--- config.mk ---
export PLATFORM = sky130hd
export DESIGN_NAME = decoder_rr_arbiter_flat
export DESIGN_NICKNAME = d
export VERILOG_FILES = /design/src/rtl/decoder_rr_arbiter_pkg.sv /design/src/rtl/decoder_rr_arbiter_if.sv /design/src/rtl/decoder.sv /design/src/rtl/rr_priority_pick.sv /design/src/rtl/decoder_rr_arbiter.sv /design/src/flat_wrapper.sv
export SDC_FILE = /design/constraint.sdc
export NUM_CORES = 1
export LEC_CHECK = 0
export CELL_PAD_IN_SITES_DETAIL_PLACEMENT = 1
export CELL_PAD_IN_SITES_GLOBAL_PLACEMENT = 1
export CORE_MARGIN = 3
export CORE_UTILIZATION = 40
export DETAILED_ROUTE_END_ITERATION = 7
export HOLD_SLACK_MARGIN = 0.03
export MAX_ROUTING_LAYER = met4
export PLACE_DENSITY_LB_ADDON = 0.3
export SLEW_MARGIN = 20
export SYNTH_ARGS = -nofsm -noshare
export SYNTH_HDL_FRONTEND = slang
export SYNTH_SLANG_ARGS = --single-unit
--- constraint.sdc ---
create_clock -name clk -period 3.35 [get_ports clk]
set_clock_uncertainty 0.05 [all_clocks]
set_input_delay 0.67 -clock clk [delete_from_list [all_inputs] [get_ports clk]]
set_output_delay 0.67 -clock clk [all_outputs]
set_load 0.01 [all_outputs]
--- src/rtl/decoder_rr_arbiter_pkg.sv ---
// Shared types and constants for the round-robin decoder arbiter.
package decoder_arb_pkg;

    localparam int N_REQ = 8;
    localparam int IDX_W = 3;

    typedef enum logic [1:0] {
        IDLE    = 2'd0,
        GRANT   = 2'd1,
        RELEASE = 2'd2
    } state_t;

endpackage

--- src/rtl/decoder_rr_arbiter_if.sv ---
// Request/grant bus between the requesters and the arbiter.
interface decoder_rr_arbiter_if;
    import decoder_arb_pkg::*;

    logic [N_REQ-1:0] req;
    logic [N_REQ-1:0] done;
    logic [IDX_W-1:0] grant_idx;
    logic             grant_en;
    logic [N_REQ-1:0] grant;
    logic             busy;
    logic             timeout;

    // Requester side drives req/done and observes the grant.
    modport master (
        output req, done,
        input  grant_idx, grant_en, grant, busy, timeout
    );

    // Arbiter side.
    modport slave (
        input  req, done,
        output grant_idx, grant_en, grant, busy, timeout
    );
endinterface

--- src/rtl/decoder.sv ---
// 3-to-8 decoder output stage: one-hot S from select A, all-zero when E is low.
module Decoder (
    input  logic [2:0] A,
    input  logic       E,
    output logic [7:0] S
);
    // One-hot decode gated by the enable.
    always_comb begin
        S = '0;
        if (E) S = 8'(1) << A;
    end
endmodule

--- src/rtl/rr_priority_pick.sv ---
// Rotating-priority selector: first set request at or after ptr, wrapping 7 -> 0.
module rr_priority_pick
    import decoder_arb_pkg::*;
(
    input  logic [N_REQ-1:0] req,
    input  logic [IDX_W-1:0] ptr,
    output logic [IDX_W-1:0] idx,
    output logic             any
);
    logic [IDX_W-1:0] cand;

    // Scan upward from ptr; the modulo-8 wrap comes from the 3-bit add.
    always_comb begin
        idx  = ptr;
        any  = 1'b0;
        cand = '0;
        for (int i = 0; i < N_REQ; i++) begin
            cand = ptr + IDX_W'(i);
            if (!any && req[cand]) begin
                idx = cand;
                any = 1'b1;
            end
        end
    end
endmodule

--- src/rtl/decoder_rr_arbiter.sv ---
// Round-robin arbiter sharing one 3-to-8 decoder among eight requesters.
// A grant is held until the owner releases it or MAX_HOLD cycles elapse.
module decoder_rr_arbiter #(
    parameter int N_REQ    = 8,
    parameter int IDX_W    = 3,
    parameter int MAX_HOLD = 16
) (
    input  logic                 clk,
    input  logic                 rst_n,
    decoder_rr_arbiter_if.slave  bus
);
    import decoder_arb_pkg::*;

    // The decoder select is 3 bits wide, so only an 8-way arbiter is meaningful.
    if (N_REQ != decoder_arb_pkg::N_REQ || IDX_W != decoder_arb_pkg::IDX_W) begin : g_bad_width
        $error("decoder_rr_arbiter: N_REQ must be 8 and IDX_W must be 3");
    end
    if (MAX_HOLD < 2 || MAX_HOLD > 256) begin : g_bad_hold
        $error("decoder_rr_arbiter: MAX_HOLD must be in 2..256");
    end

    localparam int              HC_W      = $clog2(MAX_HOLD);
    localparam logic [HC_W-1:0] HOLD_LAST = HC_W'(MAX_HOLD - 1);

    state_t           state_q, state_d;
    logic [IDX_W-1:0] ptr_q, ptr_d;
    logic [IDX_W-1:0] grant_idx_q, grant_idx_d;
    logic             grant_en_q, grant_en_d;
    logic [HC_W-1:0]  hold_cnt_q, hold_cnt_d;
    logic             timeout_q, timeout_d;

    logic [IDX_W-1:0] pick_idx;
    logic             pick_any;
    logic             rel_done, rel_drop, rel_limit;

    rr_priority_pick u_pick (
        .req (bus.req),
        .ptr (ptr_q),
        .idx (pick_idx),
        .any (pick_any)
    );

    // Only the owner's done/req bits can end a grant.
    assign rel_done  = bus.done[grant_idx_q];
    assign rel_drop  = !bus.req[grant_idx_q];
    assign rel_limit = (hold_cnt_q == HOLD_LAST);

    // State and output registers; reset clears the grant immediately.
    always_ff @(posedge clk or negedge rst_n) begin
        if (!rst_n) begin
            state_q     <= IDLE;
            ptr_q       <= '0;
            grant_idx_q <= '0;
            grant_en_q  <= 1'b0;
            hold_cnt_q  <= '0;
            timeout_q   <= 1'b0;
        end else begin
            state_q     <= state_d;
            ptr_q       <= ptr_d;
            grant_idx_q <= grant_idx_d;
            grant_en_q  <= grant_en_d;
            hold_cnt_q  <= hold_cnt_d;
            timeout_q   <= timeout_d;
        end
    end

    // Next-state logic: arbitrate in IDLE, hold in GRANT, advance ptr in RELEASE.
    always_comb begin
        state_d     = state_q;
        ptr_d       = ptr_q;
        grant_idx_d = grant_idx_q;
        grant_en_d  = grant_en_q;
        hold_cnt_d  = hold_cnt_q;
        timeout_d   = 1'b0;
        case (state_q)
            IDLE: begin
                if (pick_any) begin
                    grant_idx_d = pick_idx;
                    grant_en_d  = 1'b1;
                    hold_cnt_d  = '0;
                    state_d     = GRANT;
                end
            end
            GRANT: begin
                if (rel_done || rel_drop || rel_limit) begin
                    grant_en_d = 1'b0;
                    // An owner release on the limit edge wins over the timeout.
                    timeout_d  = rel_limit && !rel_done && !rel_drop;
                    state_d    = RELEASE;
                end else begin
                    hold_cnt_d = hold_cnt_q + HC_W'(1);
                end
            end
            RELEASE: begin
                // Last owner drops to lowest priority in the next arbitration.
                ptr_d   = grant_idx_q + IDX_W'(1);
                state_d = IDLE;
            end
            default: begin
                grant_en_d = 1'b0;
                state_d    = IDLE;
            end
        endcase
    end

    assign bus.grant_idx = grant_idx_q;
    assign bus.grant_en  = grant_en_q;
    assign bus.busy      = (state_q != IDLE);
    assign bus.timeout   = timeout_q;

    Decoder u_dec (
        .A (grant_idx_q),
        .E (grant_en_q),
        .S (bus.grant)
    );
endmodule

--- src/flat_wrapper.sv ---
// flat-port wrapper written by rule: the top's interface ports become plain ports
module decoder_rr_arbiter_flat import decoder_arb_pkg::*;
#(
    parameter int N_REQ    = 8,
    parameter int IDX_W    = 3,
    parameter int MAX_HOLD = 16
)
  (clk, rst_n, bus_req, bus_done, bus_grant_idx, bus_grant_en, bus_grant, bus_busy, bus_timeout);
  decoder_rr_arbiter_if bus_i ();
  input  logic clk;
  input  logic rst_n;
  input wire logic [$bits(bus_i.req)-1:0] bus_req;
  input wire logic [$bits(bus_i.done)-1:0] bus_done;
  output wire logic [$bits(bus_i.grant_idx)-1:0] bus_grant_idx;
  output wire logic [$bits(bus_i.grant_en)-1:0] bus_grant_en;
  output wire logic [$bits(bus_i.grant)-1:0] bus_grant;
  output wire logic [$bits(bus_i.busy)-1:0] bus_busy;
  output wire logic [$bits(bus_i.timeout)-1:0] bus_timeout;
  assign bus_i.req = bus_req;
  assign bus_i.done = bus_done;
  assign bus_grant_idx = bus_i.grant_idx;
  assign bus_grant_en = bus_i.grant_en;
  assign bus_grant = bus_i.grant;
  assign bus_busy = bus_i.busy;
  assign bus_timeout = bus_i.timeout;
  decoder_rr_arbiter #(.N_REQ(N_REQ), .IDX_W(IDX_W), .MAX_HOLD(MAX_HOLD)) u_core (.clk(clk), .rst_n(rst_n), .bus(bus_i));
endmodule
==> flow_metrics.env, run 1 <==
export IMPL_yosysWarnings=0
export IMPL_synth_seq_area_share_pct=18.2
export IMPL_min_from="u_core.state_q[0]"
export IMPL_cts_sinks=14
export IMPL_grt_max_degree=18
export IMPL_drtPass1Iterations=4
export IMPL_ys_flop_type="dfrtp_1"
export IMPL_drv_slew=0
export IMPL_area_delta_synth_final_pct=18.2
export IMPL_ant_nets=0
export IMPL_row_count=24
export IMPL_grt_antenna_before_repair=0
export IMPL_reg2reg_from="u_core.ptr_q[0]"
export IMPL_synth_avg_cell_area_sq_um=9.94
export IMPL_cap_violations=0
export IMPL_grt_overflow=0
export IMPL_cts_tree="built"
export IMPL_wire_per_inst_um=19.9
export IMPL_cts_made_buffers=3
export IMPL_total_power_mw=2.41
export IMPL_dieArea_sq_um=5690
export IMPL_grt_usage_pct=21.7
export IMPL_ys_ff_latch=14
export IMPL_holdPathStages=1
export IMPL_die_x_um=75.4
export IMPL_met1_length_um=2560
export IMPL_hold_end="u_core.bus.grant_en"
export IMPL_crit_chain="inv_1 -> ha_1 -> mux4_1 -> mux2i_1 -> a22o_2 -> nand2_4 -> o41a_1 -> o211ai_2 -> nor3b_2"
export IMPL_start_kind="flip-flop"
export IMPL_placed_cell_area_sq_um=2220
export IMPL_viasPerCell=6.22
export IMPL_met2_length_um=2640
export IMPL_top_layer="met4"
export IMPL_postCtsResizedCells=0
export IMPL_slowest_delay_ns=0.69
export IMPL_ios=32
export IMPL_clock_fmax_mhz=325
export IMPL_p_per_area_nw_per_um2=1060
export IMPL_die_h_um=75.4
export IMPL_slew_headroom_pct=52.7
export IMPL_routed_wl_um=5480
export IMPL_crit_required_ns=3.47
export IMPL_vias=1716
export IMPL_fin_setup_tns_ns=0
export IMPL_rsz0062_at_grt="no"
export IMPL_async_flop_share_pct=100
export IMPL_layout_nets=252
export IMPL_initial_core_util_pct=42.8
export IMPL_worst_setup_path_type="reg -> reg"
export IMPL_grt_pass1_vias=1870
export IMPL_worstMarginPinSlew_ns=0.709
export IMPL_finalCriticalPeriod_ns=3.08
export IMPL_core_sq_um=4500
export IMPL_worstSkewPairLatency_ns=0.24
export IMPL_crit_arrival_ns=3.20
export IMPL_dp_hpwl_um=4230
export IMPL_antenna_cells=0
export IMPL_holdBufCountCts=0
export IMPL_syn_nets=221
export IMPL_clk_pin_slew_ns=0.06
export IMPL_synth_distinct_cells=54
export IMPL_hp_class="reg -> reg"
export IMPL_synth_edf_count=0
export IMPL_cts_post_setup_buffers_inserted=0
export IMPL_drive_gt1_share_pct=17.0
export IMPL_drc=0
export IMPL_final_cell_area_sq_um=2280
export IMPL_final_util_pct=50.6
export IMPL_port_buffers=31
export IMPL_p_leak_nw=0.931
export IMPL_hold_violations=0
export IMPL_dr_first_iter_drc_count=109
export IMPL_netlist_instances=194
export IMPL_htree_levels=1
export IMPL_crit_slowest_cell="ha_1"
export IMPL_whs_ns=0.479
export IMPL_critPathCaptureType="flip-flop"
export IMPL_outcome="finished, final reports clean"
export IMPL_reg2reg_to="u_core.bus.grant_idx[0]"
export IMPL_setup_viol=0
export IMPL_grt_pass1_wl_um=9290
export IMPL_period_share_pct=91.9
export IMPL_reg2reg_depth=9
export IMPL_reg2reg_setup_slack_ns=0.27
export IMPL_place_congestion=1.04
export IMPL_met3_length_um=274
export IMPL_root_buffer="clkbuf_8"
export IMPL_crit_fanout=15
export IMPL_synth_area_sq_um=1930
export IMPL_vdd_drop_max_uv=426
export IMPL_cts_buffer_depth=2
-- worst max-delay path, delay by kind of cell, from the launching register on --
family | cells | cell delay, ns
multiplexers | 2 | 0.79
AO/OA/AOI/OAI | 3 | 0.78
AND/OR/NAND/NOR | 2 | 0.26
adder cells (fa/ha/maj) | 1 | 0.69
flip-flops | 1 | 0.36
buffers and inverters | 1 | 0.07
-- metrics by stage --
stage / setup slack, ns / instances
5_1_grt: 0.0546 / 276
3_3_place_gp: 0.257 / 272
4_1_cts: 0.239 / 276
2_1_floorplan: 0.499 / 194
6_report: 0.270 / 276
3_5_place_dp: 0.176 / 272
-- registers in the layout, indices dropped and copies added, names as in the netlist --
register,flops
u_core.state_q,2
u_core.bus.timeout,1
u_core.ptr_q,3
u_core.hold_cnt_q,4
u_core.bus.grant_idx,3
u_core.bus.grant_en,1
-- area by class of cell --
class | count | area [sq um]
fillers | 532 | 2220
multi-input cells | 153 | 1390
repair buffers | 39 | 370
flip-flops and latches | 14 | 350
well taps | 52 | 65.1
clock buffers | 4 | 55.1
inverters | 14 | 52.6
-- synthesized netlist by cell type (2+ instances only) --
master    count  area [sq um]
inv_1        14          52.6
nor3_1        2          10.0
mux2_2        3          33.8
nand2_1      16          60.1
a21oi_1       9          45.0
a31oi_1       2          12.5
nor2_1        8          30.0
a31o_1        2          17.5
o32ai_1       4          35.0
o221ai_1      2          17.5
mux2i_1      17           170
o21ai_0       8          40.0
dfrtp_1      14           350
a22oi_1       2          15.0
nand3_1       9          45.0
ha_1          9           113
a21boi_0      2          15.0
clkbuf_2      3          15.0
mux4_2       12           270
o22ai_1       2          12.5
and3_1        6          37.5
clkbuf_8      4          55.1
o21ai_1       2          10.0
o211ai_1      3          22.5
or3_1         2          12.5
and2_1        2          12.5
mux4_1        3          78.8
nor2b_1       3          18.8
buf_6         4          45.0
-- metal layers --
metal	track usage, %	vias to the layer above
li1	-	799
met1	30.5	851
met2	34.1	62
met3	3.56	4
met4	2.14	0
met5	-	-
-- placed cells by master, fill, tap and decap left out, drive strengths merged, types with 3 or more instances in the layout --
| cell type | count |
|---|---|
| o21ai | 10 |
| o32ai | 4 |
| nand2 | 17 |
| dfrtp | 14 |
| a21oi | 9 |
| mux2 | 3 |
| ha | 9 |
| mux2i | 19 |
| nor2 | 8 |
| buf | 8 |
| nor2b | 3 |
| o211ai | 4 |
| clkbuf | 4 |
| inv | 14 |
| clkdlybuf4s50 | 31 |
| and3 | 6 |
| mux4 | 15 |
| nand3 | 10 |
-- cell families (layout without fill, tap and decap cells) --
logic type      Yosys count  in the layout  share of synthesized area, %
fa+ha+maj                 9              9                          5.84
mux                      37             37                          30.6
simple gates             55             55                          15.0
xor+xnor                  4              4                          2.60
compound gates           48             48                          17.9
buf+inv                  27             57                          9.93
flops                    14             14                          18.2
-- report_power, final --
part	internal [mW]	total, mW	switching (mW)
clock	0.104	0.161	0.0568
sequential	0.228	0.340	0.113
combinational	0.889	1.91	1.02
-- worst max-delay path by stage --
| stage | from | end | slack (ns) | cells after the start |
|---|---|---|---|---|
| detailed placement | bus_req[7] | u_core.bus.grant_idx[0] | 0.18 | 8 |
| global route | u_core.ptr_q[0] | u_core.hold_cnt_q[2] | 0.05 | 9 |
| finish | u_core.ptr_q[0] | u_core.bus.grant_idx[0] | 0.27 | 9 |
| floorplan | u_core.ptr_q[1] | u_core.bus.grant_idx[0] | 0.50 | 11 |
| CTS | u_core.ptr_q[0] | u_core.bus.grant_idx[0] | 0.24 | 9 |
| global placement | bus_req[7] | u_core.bus.grant_idx[0] | 0.26 | 8 |
Note: power is estimated with default switching activity, not from simulation.
==> run 2, diff against run 1 <==
--- a/config.mk
+++ b/config.mk
@@ -9,5 +9,5 @@
 export CELL_PAD_IN_SITES_GLOBAL_PLACEMENT = 1
 export CORE_MARGIN = 3
-export CORE_UTILIZATION = 40
+export CORE_UTILIZATION = 42
 export DETAILED_ROUTE_END_ITERATION = 7
 export HOLD_SLACK_MARGIN = 0.03
--- a/constraint.sdc
+++ b/constraint.sdc
@@ -3,3 +3,3 @@
 set_input_delay 0.67 -clock clk [delete_from_list [all_inputs] [get_ports clk]]
 set_output_delay 0.67 -clock clk [all_outputs]
-set_load 0.01 [all_outputs]
+set_load 0.02 [all_outputs]
==> run 2 against run 1 <==
Net effect: worst setup slack gained 0.033 ns; clock power is 16% lower; power rose by 1.2%; worst hold slack gained 0.011 ns; wire length grew 1.3%; largest cell class unchanged; via count grew 3.0%; combinational power rose by 4%; count of clock-buffer cells in the layout decreased by 1; non-clock buffer count unchanged; cell count is 0.36% lower; die area decreased by 4.4%.
==> flow_metrics.env, run 2 (synthesis gave the netlist of run 1 again) <==
export IMPL_path_common_cell="mux2i_1"
export IMPL_crit_arrival_ns=3.13
export IMPL_cpLargestDelayFamily="compound AO/OA/AOI/OAI gates"
export IMPL_cap_violations=0
export IMPL_routed_wl_um=5550
export IMPL_drtPass1Iterations=4
export IMPL_slowest_delay_ns=0.58
export IMPL_p_per_area_nw_per_um2=1080
export IMPL_hold_violations=0
export IMPL_initial_core_util_pct=44.0
export IMPL_die_h_um=73.8
export IMPL_cts_tree="built"
export IMPL_final_cell_mix="clkdlybuf4s50_1 (31), mux2i_1 (17), nand2_1 (16)"
export IMPL_worst_setup_path_type="reg -> reg"
export IMPL_worstMarginPinSlew_ns=0.600
export IMPL_holdBufCountCts=0
export IMPL_start_kind="flip-flop"
export IMPL_dp_hpwl_um=4310
export IMPL_grt_usage_pct=23.4
export IMPL_rsz0062_at_grt="no"
export IMPL_cts_post_setup_buffers_inserted=0
export IMPL_placed_cell_area_sq_um=2220
export IMPL_grt_pass1_wl_um=9580
export IMPL_slew_headroom_pct=59.9
export IMPL_critPathBufInv=2
export IMPL_period_share_pct=90.9
export IMPL_layout_commonest_cell="clkdlybuf4s50_1"
export IMPL_place_congestion=0.943
export IMPL_hp_class="reg -> reg"
export IMPL_largest_register_ffs=4
export IMPL_grt_max_degree=21
export IMPL_vias=1767
export IMPL_crit_chain="inv_1 -> ha_1 -> mux2i_1 -> mux2i_1 -> o221ai_1 -> buf_4 -> mux2i_1 -> a31o_1 -> o22ai_1 -> a32o_1"
export IMPL_finalWorstSetupSlack_ns=0.304
export IMPL_whs_ns=0.490
export IMPL_layout_nets=252
export IMPL_viasPerCell=6.43
export IMPL_htree_levels=1
export IMPL_crit_fanout=10
export IMPL_crit_slowest_cell="ha_1"
export IMPL_grt_overflow=0
export IMPL_antenna_cells=0
export IMPL_vdd_drop_max_uv=493
export IMPL_dr_first_iter_drc_count=125
export IMPL_area_delta_synth_final_pct=17.5
export IMPL_postCtsResizedCells=0
export IMPL_row_count=24
export IMPL_fill_cells=510
export IMPL_worstSkewPairLatency_ns=0.25
export IMPL_cts_made_buffers=3
export IMPL_clock_fmax_mhz=328
export IMPL_wire_per_inst_um=20.2
export IMPL_drv_slew=0
export IMPL_setup_viol=0
export IMPL_drive_gt1_share_pct=16.6
export IMPL_cts_buffer_depth=2
export IMPL_dp_slack_ns=0.122
export IMPL_ant_nets=0
export IMPL_drc=0
export IMPL_grt_antenna_before_repair=0
export IMPL_cts_sinks=14
export IMPL_die_x_um=73.8
export IMPL_final_cell_area_sq_um=2270
export IMPL_grt_pass1_vias=1856
export IMPL_clk_pin_slew_ns=0.06
export IMPL_dieArea_sq_um=5440
export IMPL_critPathCaptureType="flip-flop"
export IMPL_largest_register="u_core.hold_cnt_q"
export IMPL_p_leak_nw=0.924
export IMPL_total_power_mw=2.44
export IMPL_crit_required_ns=3.43
export IMPL_ios=32
export IMPL_finalCriticalPeriod_ns=3.05
export IMPL_outcome="finished, final reports clean"
export IMPL_multi_input_area_sq_um=1390
export IMPL_port_buffers=31
export IMPL_regArea_sq_um=350
export IMPL_root_buffer="clkbuf_8"
export IMPL_core_sq_um=4380
export IMPL_fin_setup_tns_ns=0
-- run 2: stage by stage --
| step | utilization (%) | instances |
|---|---|---|
| after floorplan | - | 194 |
| after global placement | 50.7 | 272 |
| after detailed placement | 50.7 | 272 |
| after CTS | 51.7 | 275 |
| after global routing | 51.7 | 275 |
| final | 51.7 | 275 |
-- run 2: where the power goes --
| part | internal (mW) | switching [mW] |
|---|---|---|
| registers | 0.228 | 0.0929 |
| logic | 0.891 | 1.09 |
| clock network | 0.0794 | 0.0557 |
| total | 1.20 | 1.24 |
-- run 2: final timing paths --
check / from / to / slack, ns / cells past startpoint
max: u_core.ptr_q[1] / u_core.bus.grant_idx[1] / 0.30 / 10
min: u_core.hold_cnt_q[1] / u_core.hold_cnt_q[1] / 0.49 / 2
max reg2reg: u_core.ptr_q[1] / u_core.bus.grant_idx[1] / 0.30 / 10
min reg2reg: u_core.hold_cnt_q[1] / u_core.hold_cnt_q[1] / 0.49 / 2
max in group asynchronous: rst_n / u_core.ptr_q[2] / 2.10 / 1
min in group asynchronous: rst_n / u_core.bus.grant_idx[0] / 0.75 / 1
-- run 2: cell type report --
| cell class | count | area share (%) |
|---|---|---|
| tap | 52 | 2.87 |
| inverter | 14 | 2.32 |
| clock buffer | 3 | 1.82 |
| multi-input combinational | 153 | 61.2 |
| timing repair buffer | 39 | 16.3 |
| sequential | 14 | 15.5 |
-- run 2: worst register-to-register path, cell delays in order, from the launching register on --
cell,delay [ns]
dfrtp_1,0.35
inv_1,0.14
ha_1,0.58
mux2i_1,0.35
mux2i_1,0.12
o221ai_1,0.44
buf_4,0.22
mux2i_1,0.19
a31o_1,0.16
o22ai_1,0.08
a32o_1,0.26
-- run 2: layer usage --
| layer | up-vias | routed length, um | GRT usage, % |
|---|---|---|---|
| met5 | - | 0 | - |
| met1 | 886 | 2340 | 30.9 |
| met4 | 0 | 108 | 6.04 |
| li1 | 803 | - | - |
| met3 | 17 | 320 | 3.83 |
| met2 | 61 | 2790 | 37.3 |
